--- config.mk ---
export PLATFORM = sky130hd
export DESIGN_NAME = fifo_reader_flat
export DESIGN_NICKNAME = d
export VERILOG_FILES = /design/src/rtl/fifo_pkg.sv /design/src/rtl/fifo_reader_if.sv /design/src/rtl/fifo_reader_skid.sv /design/src/rtl/fifo_reader.sv /design/src/flat_wrapper.sv
export SDC_FILE = /design/constraint.sdc
export NUM_CORES = 1
export LEC_CHECK = 0
export BUFFER_PORTS_ARGS = -buffer_cell sky130_fd_sc_hd__buf_2
export CAP_MARGIN = 20
export CORE_MARGIN = 5
export CORE_UTILIZATION = 28
export CTS_CLUSTER_SIZE = 20
export DETAILED_ROUTE_END_ITERATION = 10
export GPL_ROUTABILITY_DRIVEN = 0
export PLACE_DENSITY = 0.47
export SKIP_LAST_GASP = 1
export SLEW_MARGIN = 40
export SYNTH_ARGS = -nofsm -noshare
export SYNTH_HDL_FRONTEND = slang
export SYNTH_SLANG_ARGS = --single-unit
--- constraint.sdc ---
create_clock -name Clk -period 9.2 [get_ports Clk]
set_input_delay 1.38 -clock Clk [delete_from_list [all_inputs] [get_ports Clk]]
set_output_delay 1.38 -clock Clk [all_outputs]
set_load 0.03 [all_outputs]
--- src/rtl/fifo_pkg.sv ---
// fifo_pkg
// Shared constants for the fifon read-side controller: default word and
// burst-length widths, the FSM state encoding and the skid buffer depth.
// No ports; imported by fifo_reader and fifo_reader_skid.

package fifo_pkg;

    localparam int DATA_WIDTH = 32;
    localparam int LEN_WIDTH  = 8;

    // Two entries cover the FIFO's one-cycle read latency at full rate.
    localparam int SKID_DEPTH = 2;

    typedef logic [1:0] state_t;

    localparam state_t ST_IDLE  = 2'd0;
    localparam state_t ST_READ  = 2'd1;
    localparam state_t ST_FLUSH = 2'd2;
    localparam state_t ST_DONE  = 2'd3;

endpackage

--- src/rtl/fifo_reader_if.sv ---
// fifo_reader_if
// Valid/ready output stream produced by fifo_reader.
//   outData  : word being presented
//   outValid : outData holds a word
//   outReady : consumer accepts the word this cycle
//   outLast  : word is the final one of the burst
// master = producer (fifo_reader), slave = consumer.

interface fifo_reader_if #(
    parameter int DATA_WIDTH = fifo_pkg::DATA_WIDTH
);

    logic [DATA_WIDTH-1:0] outData;
    logic                  outValid;
    logic                  outReady;
    logic                  outLast;

    modport master (
        output outData,
        output outValid,
        output outLast,
        input  outReady
    );

    modport slave (
        input  outData,
        input  outValid,
        input  outLast,
        output outReady
    );

endinterface

--- src/rtl/fifo_reader_skid.sv ---
// fifo_reader_skid
// Two-entry FIFO-ordered buffer that catches words returning from the
// fifon read port one cycle after RD.
//   Clk, Rst_n : clock, asynchronous active-low reset
//   wrEn       : store wrData at the clock edge
//   wrData     : incoming word
//   pop        : drop the head entry at the clock edge
//   occ        : number of stored words (0..2)
//   headData   : oldest stored word
//   headValid  : occ != 0

module fifo_reader_skid
    import fifo_pkg::*;
#(
    parameter int DATA_WIDTH = fifo_pkg::DATA_WIDTH
) (
    input  logic                  Clk,
    input  logic                  Rst_n,
    input  logic                  wrEn,
    input  logic [DATA_WIDTH-1:0] wrData,
    input  logic                  pop,
    output logic [1:0]            occ,
    output logic [DATA_WIDTH-1:0] headData,
    output logic                  headValid
);

    logic [DATA_WIDTH-1:0] mem [SKID_DEPTH];
    logic                  wrPtr;
    logic                  rdPtr;

    // Entries are cleared on reset so outData reads 0 until the first capture.
    always_ff @(posedge Clk or negedge Rst_n) begin
        if (!Rst_n) begin
            mem[0] <= '0;
            mem[1] <= '0;
            wrPtr  <= 1'b0;
            rdPtr  <= 1'b0;
            occ    <= 2'd0;
        end else begin
            if (wrEn) begin
                mem[wrPtr] <= wrData;
                wrPtr      <= ~wrPtr;
            end
            if (pop) begin
                rdPtr <= ~rdPtr;
            end
            occ <= occ + {1'b0, wrEn} - {1'b0, pop};
        end
    end

    assign headData  = mem[rdPtr];
    assign headValid = (occ != 2'd0);

    // The parent's RD credit rule must keep the buffer from overflowing.
    occBound : assert property (@(posedge Clk) disable iff (!Rst_n) occ <= 2'(SKID_DEPTH));

endmodule

--- src/rtl/fifo_reader.sv ---
// fifo_reader
// Read-side controller for the fifon FIFO. Drains a burst of burstLen words
// by strobing RD against EMPTY and presents them on a valid/ready stream
// with outLast on the final word.
//   Clk, Rst_n : clock, asynchronous active-low reset
//   EN         : allows new reads; buffered words drain regardless
//   Start      : one-cycle burst launch, honoured in IDLE only
//   burstLen   : words per burst, sampled with Start (0 = ignore Start)
//   EMPTY      : fifon empty flag
//   fifoData   : fifon dataOut, valid the cycle after RD
//   RD         : fifon read strobe
//   stream     : output stream (outData/outValid/outReady/outLast)
//   BUSY       : burst in progress
//   DONE       : one-cycle pulse after the last word is accepted

module fifo_reader
    import fifo_pkg::*;
#(
    parameter int DATA_WIDTH = fifo_pkg::DATA_WIDTH,
    parameter int LEN_WIDTH  = fifo_pkg::LEN_WIDTH
) (
    input  logic                  Clk,
    input  logic                  Rst_n,
    input  logic                  EN,
    input  logic                  Start,
    input  logic [LEN_WIDTH-1:0]  burstLen,
    input  logic                  EMPTY,
    input  logic [DATA_WIDTH-1:0] fifoData,
    output logic                  RD,
    fifo_reader_if.master         stream,
    output logic                  BUSY,
    output logic                  DONE
);

    state_t                 state;
    logic [LEN_WIDTH-1:0]   remIssue;
    logic [LEN_WIDTH-1:0]   remOut;
    logic                   pend;
    logic [1:0]             occ;
    logic [DATA_WIDTH-1:0]  headData;
    logic                   headValid;
    logic                   pop;
    logic [2:0]             credit;

    assign pop = headValid && stream.outReady;

    // Words that will occupy the skid buffer after this edge, counting the
    // read already in flight. A new read is allowed only while this leaves
    // room, so outReady feeds RD combinationally and full rate is kept.
    assign credit = {1'b0, occ} + {2'b00, pend} - {2'b00, pop};

    assign RD = (state == ST_READ) && EN && !EMPTY &&
                (remIssue != '0) && (credit < 3'd2);

    always_ff @(posedge Clk or negedge Rst_n) begin
        if (!Rst_n) begin
            pend <= 1'b0;
        end else begin
            pend <= RD;
        end
    end

    // FSM and burst counters. The IDLE load is written after the decrements
    // so it takes priority; RD and pop are both low in IDLE anyway.
    always_ff @(posedge Clk or negedge Rst_n) begin
        if (!Rst_n) begin
            state    <= ST_IDLE;
            remIssue <= '0;
            remOut   <= '0;
        end else begin
            if (RD) begin
                remIssue <= remIssue - 1'b1;
            end
            if (pop) begin
                remOut <= remOut - 1'b1;
            end
            case (state)
                ST_IDLE: begin
                    if (Start && (burstLen != '0)) begin
                        state    <= ST_READ;
                        remIssue <= burstLen;
                        remOut   <= burstLen;
                    end
                end
                ST_READ: begin
                    if (remIssue == '0) begin
                        state <= ST_FLUSH;
                    end
                end
                ST_FLUSH: begin
                    // Moving on the final pop puts DONE in the very next cycle.
                    if (pop && (remOut == LEN_WIDTH'(1))) begin
                        state <= ST_DONE;
                    end
                end
                default: begin
                    state <= ST_IDLE;
                end
            endcase
        end
    end

    fifo_reader_skid #(
        .DATA_WIDTH (DATA_WIDTH)
    ) skid (
        .Clk       (Clk),
        .Rst_n     (Rst_n),
        .wrEn      (pend),
        .wrData    (fifoData),
        .pop       (pop),
        .occ       (occ),
        .headData  (headData),
        .headValid (headValid)
    );

    // remOut only moves on a pop, so outLast holds while the consumer stalls.
    assign stream.outData  = headData;
    assign stream.outValid = headValid;
    assign stream.outLast  = headValid && (remOut == LEN_WIDTH'(1));

    assign BUSY = (state == ST_READ) || (state == ST_FLUSH);
    assign DONE = (state == ST_DONE);

    noReadWhenEmpty : assert property (@(posedge Clk) disable iff (!Rst_n) !(RD && EMPTY));

endmodule

--- src/flat_wrapper.sv ---
// flat-port wrapper written by rule: the top's interface ports become plain ports
module fifo_reader_flat import fifo_pkg::*;
#(
    parameter int DATA_WIDTH = fifo_pkg::DATA_WIDTH,
    parameter int LEN_WIDTH  = fifo_pkg::LEN_WIDTH
)
  (Clk, Rst_n, EN, Start, burstLen, EMPTY, fifoData, RD, BUSY, DONE, stream_outData, stream_outValid, stream_outLast, stream_outReady);
  fifo_reader_if #(.DATA_WIDTH(DATA_WIDTH)) stream_i ();
  input  logic Clk;
  input  logic Rst_n;
  input  logic EN;
  input  logic Start;
  input  logic [LEN_WIDTH-1:0] burstLen;
  input  logic EMPTY;
  input  logic [DATA_WIDTH-1:0] fifoData;
  output logic RD;
  output logic BUSY;
  output logic DONE;
  output wire logic [$bits(stream_i.outData)-1:0] stream_outData;
  output wire logic [$bits(stream_i.outValid)-1:0] stream_outValid;
  output wire logic [$bits(stream_i.outLast)-1:0] stream_outLast;
  input wire logic [$bits(stream_i.outReady)-1:0] stream_outReady;
  assign stream_outData = stream_i.outData;
  assign stream_outValid = stream_i.outValid;
  assign stream_outLast = stream_i.outLast;
  assign stream_i.outReady = stream_outReady;
  fifo_reader #(.DATA_WIDTH(DATA_WIDTH), .LEN_WIDTH(LEN_WIDTH)) u_core (.Clk(Clk), .Rst_n(Rst_n), .EN(EN), .Start(Start), .burstLen(burstLen), .EMPTY(EMPTY), .fifoData(fifoData), .RD(RD), .stream(stream_i), .BUSY(BUSY), .DONE(DONE));
endmodule
==> metrics <==
total of fill cells in the finished design=1478; I/O Buffers=82; post-synthesis instance area=0.00414 mm^2; Max transition margin=56.2%; endpoint of the worst register-to-register path=u_core.remIssue[6]; final worst hold slack=500 ps; kind of start point of the critical path=input pin; TritonCTS clock tree=done; Skew-Pair Late Insertion Delay=340 ps; arrival time of the worst setup path=3620 ps; via count of the first global-routing pass=2827; root buf cell=sky130_fd_sc_hd__clkbuf_16; number of max-slew violations in the final report=0; main flop type after synthesis=sky130_fd_sc_hd__dfrtp_1; Post-synth top cells=sky130_fd_sc_hd__mux2_2 (97), sky130_fd_sc_hd__dfrtp_1 (87), sky130_fd_sc_hd__nor2_1 (13); maximum frequency from static timing analysis=200 MHz; Leak=2.27 nW; chip height=132 um; endpoint required time on the critical path=7820 ps; Setup crit end kind=output port; total half-perimeter wirelength after legalization and detailed placement=6.53 mm; Clock H-tree levels=3; DRT Pass-1 Iters=4; Total Wirelength=9.29 mm; share of final-layout standard cells stronger than drive strength 1=51.9%; pin count of the biggest net entering global routing=70; initial antenna violation count=0; warning count from the yosys run=0; Max-cap violations=0; WL/cell=16.0 um; library cell with the largest summed area after synthesis=sky130_fd_sc_hd__dfrtp_1; Post-Synthesis Mean Instance Area=13.2 um^2; share of the core filled with cells in the final layout=35.1%; final hold violation count=0; overall overflow remaining after global route=0; result of the run=complete, no violations; synthesized instance count=313; RSZ-0062 raised after global routing=false; Min-Delay Endpoint=u_core.skid.mem[27]; clock slew at the register clock pins of the worst setup and hold paths=60 ps; Setup TNS=0 ps; top cells by area, synth=sky130_fd_sc_hd__dfrtp_1 (53%), sky130_fd_sc_hd__mux2_2 (26%), sky130_fd_sc_hd__ha_1 (3.0%), sky130_fd_sc_hd__xnor2_1 (1.7%), sky130_fd_sc_hd__or4_1 (1.5%); TritonCTS Sinks=87; residual DRC count=0; All-Layer GR Usage=11.0%; sequential area share after synthesis=52.6%; dominant cell by count in the synthesized netlist=sky130_fd_sc_hd__mux2_2; number of flops mapped to enable cells by yosys=0; highest fanout seen on the critical path=11; Initial DRC Count=119; total power per unit cell area=375 mW/mm^2; number of distinct library cells after synthesis=40; flop-to-flop setup slack=6090 ps; Starting Density=28.5%; worst hold start=u_core.skid.mem[27]; horizontal die dimension=132 um; peak supply drop=120 uV; syn_nets=370; relative area change from synthesis to final layout=23.4%; Top Ports=83; Std-Cell Rows=44; CTS Buf Count=9; vias per cell=4.75; hold-fix buffers at CTS=0; number of antenna cells inserted=0; post-route clock skew=6.17 ps; Post-CTS Setup Bufs=0; Final setup violation count=0; Die Footprint=0.0173 mm^2; FFs w/ async S/R, synth=100%; count of nets left with antenna violations after detail routing=0; layout net count=450; vias after detailed routing=2761; instance count along the most critical hold path=1; startpoint-to-endpoint class of the critical path=in -> out; Reg-to-Reg Start=u_core.skid.occ[1]; Slew @ Worst Pin=654 ps; wire length of the first global-routing pass=15.1 mm; final critical-path share of the clock period=54.3%; Hold Crit Class=reg -> reg; cell count of the worst reg-to-reg path=9; FF+latch count, synth=87; number of instances resized during post-cts repair=0; floorplan core area=0.0145 mm^2; top cell type's share of synthesized area=52.6%; post-layout min period=5000 ps; largest buffer count on any clock path=2
-- kinds of logic after synthesis --
logic type               after synthesis  synth area share [%]
flip-flops                            87                  52.6
AO/OA/AOI/OAI                         33                  5.45
XOR/XNOR                              11                  2.33
AND/OR/NAND/NOR                       47                  6.84
multiplexers                          98                  26.7
buffers and inverters                 26                  2.57
adder cells (fa/ha/maj)               11                  3.51
-- registers in the layout (all words and copies together), names as in the netlist --
name               cells
u_core.remIssue        8
u_core.skid.rdPtr      1
u_core.pend            1
u_core.skid.mem       64
u_core.remOut          8
u_core.skid.occ        2
u_core.skid.wrPtr      1
u_core.state           2
-- stage by stage --
| step | total power [mW] | setup WS, ps | instances | instance area [um^2] |
|---|---|---|---|---|
| after floorplan | 1.33 | 4400 | 313 | 4140 |
| after global placement | 1.55 | 4270 | 564 | 4730 |
| after detailed placement | 1.57 | 4190 | 566 | 4800 |
| after CTS | 1.95 | 4190 | 581 | 5100 |
| after global routing | 2.05 | 4040 | 581 | 5100 |
| final | 1.91 | 4200 | 581 | 5100 |
-- layer usage --
| layer | routed length (um) | share of wire (%) | GRT usage (%) | vias up |
|---|---|---|---|---|
| li1 | - | - | - | 1294 |
| met1 | 4280 | 46 | 14.6 | 1394 |
| met2 | 4370 | 47 | 16.7 | 62 |
| met3 | 474 | 5.1 | 3.25 | 11 |
| met4 | 159 | 1.7 | 4.63 | 0 |
| met5 | 0 | 0 | 0 | - |
-- how the worst max path moves through the flow --
stage / slack, ps / end / from / cells past startpoint
6_report: 4200 / RD / stream_outReady / 10
3_5_place_dp: 4190 / RD / stream_outReady / 10
3_3_place_gp: 4270 / RD / stream_outReady / 10
4_1_cts: 4190 / RD / stream_outReady / 10
2_1_floorplan: 4400 / RD / stream_outReady / 9
5_1_grt: 4040 / RD / stream_outReady / 10
-- layout by cell type, fill, tap and decap left out, drive strengths merged, types with 2 or more instances in the layout --
| master | count |
|---|---|
| mux2 | 97 |
| dfrtp | 87 |
| buf | 85 |
| nor2 | 13 |
| clkbuf | 12 |
| inv | 10 |
| ha | 10 |
| or4 | 9 |
| a31oi | 9 |
| xnor2 | 8 |
| or3 | 8 |
| a21oi | 7 |
| o31ai | 6 |
| nor3 | 4 |
| nand2 | 4 |
| o21ai | 4 |
| xor2 | 3 |
| nor4 | 2 |
| o211ai | 2 |
-- layout make-up --
cell class	instances	area, um^2	area share [%]
clock inverters	3	42.5	0.834
clock buffers	12	256	5.03
repair buffers	85	479	9.39
well taps	184	230	4.51
inverters	10	37.5	0.736
multi-input cells	200	1880	36.8
flip-flops and latches	87	2180	42.7
-- where the power goes --
group          switching [mW]  internal [mW]
combinational           0.458          0.372
sequential              0.149          0.567
clock                   0.145          0.223
total                   0.752           1.16
-- worst max-delay path, stage by stage --
cell and delay (ps):
sky130_fd_sc_hd__buf_2 120, sky130_fd_sc_hd__o21ai_1 260, sky130_fd_sc_hd__xnor2_1 180, sky130_fd_sc_hd__ha_1 160
sky130_fd_sc_hd__inv_1 50, sky130_fd_sc_hd__fa_1 500, sky130_fd_sc_hd__nand2_1 70, sky130_fd_sc_hd__or3_1 470
sky130_fd_sc_hd__nor2_1 200, sky130_fd_sc_hd__buf_2 220
No activity file was read; power rests on OpenSTA's default activity.
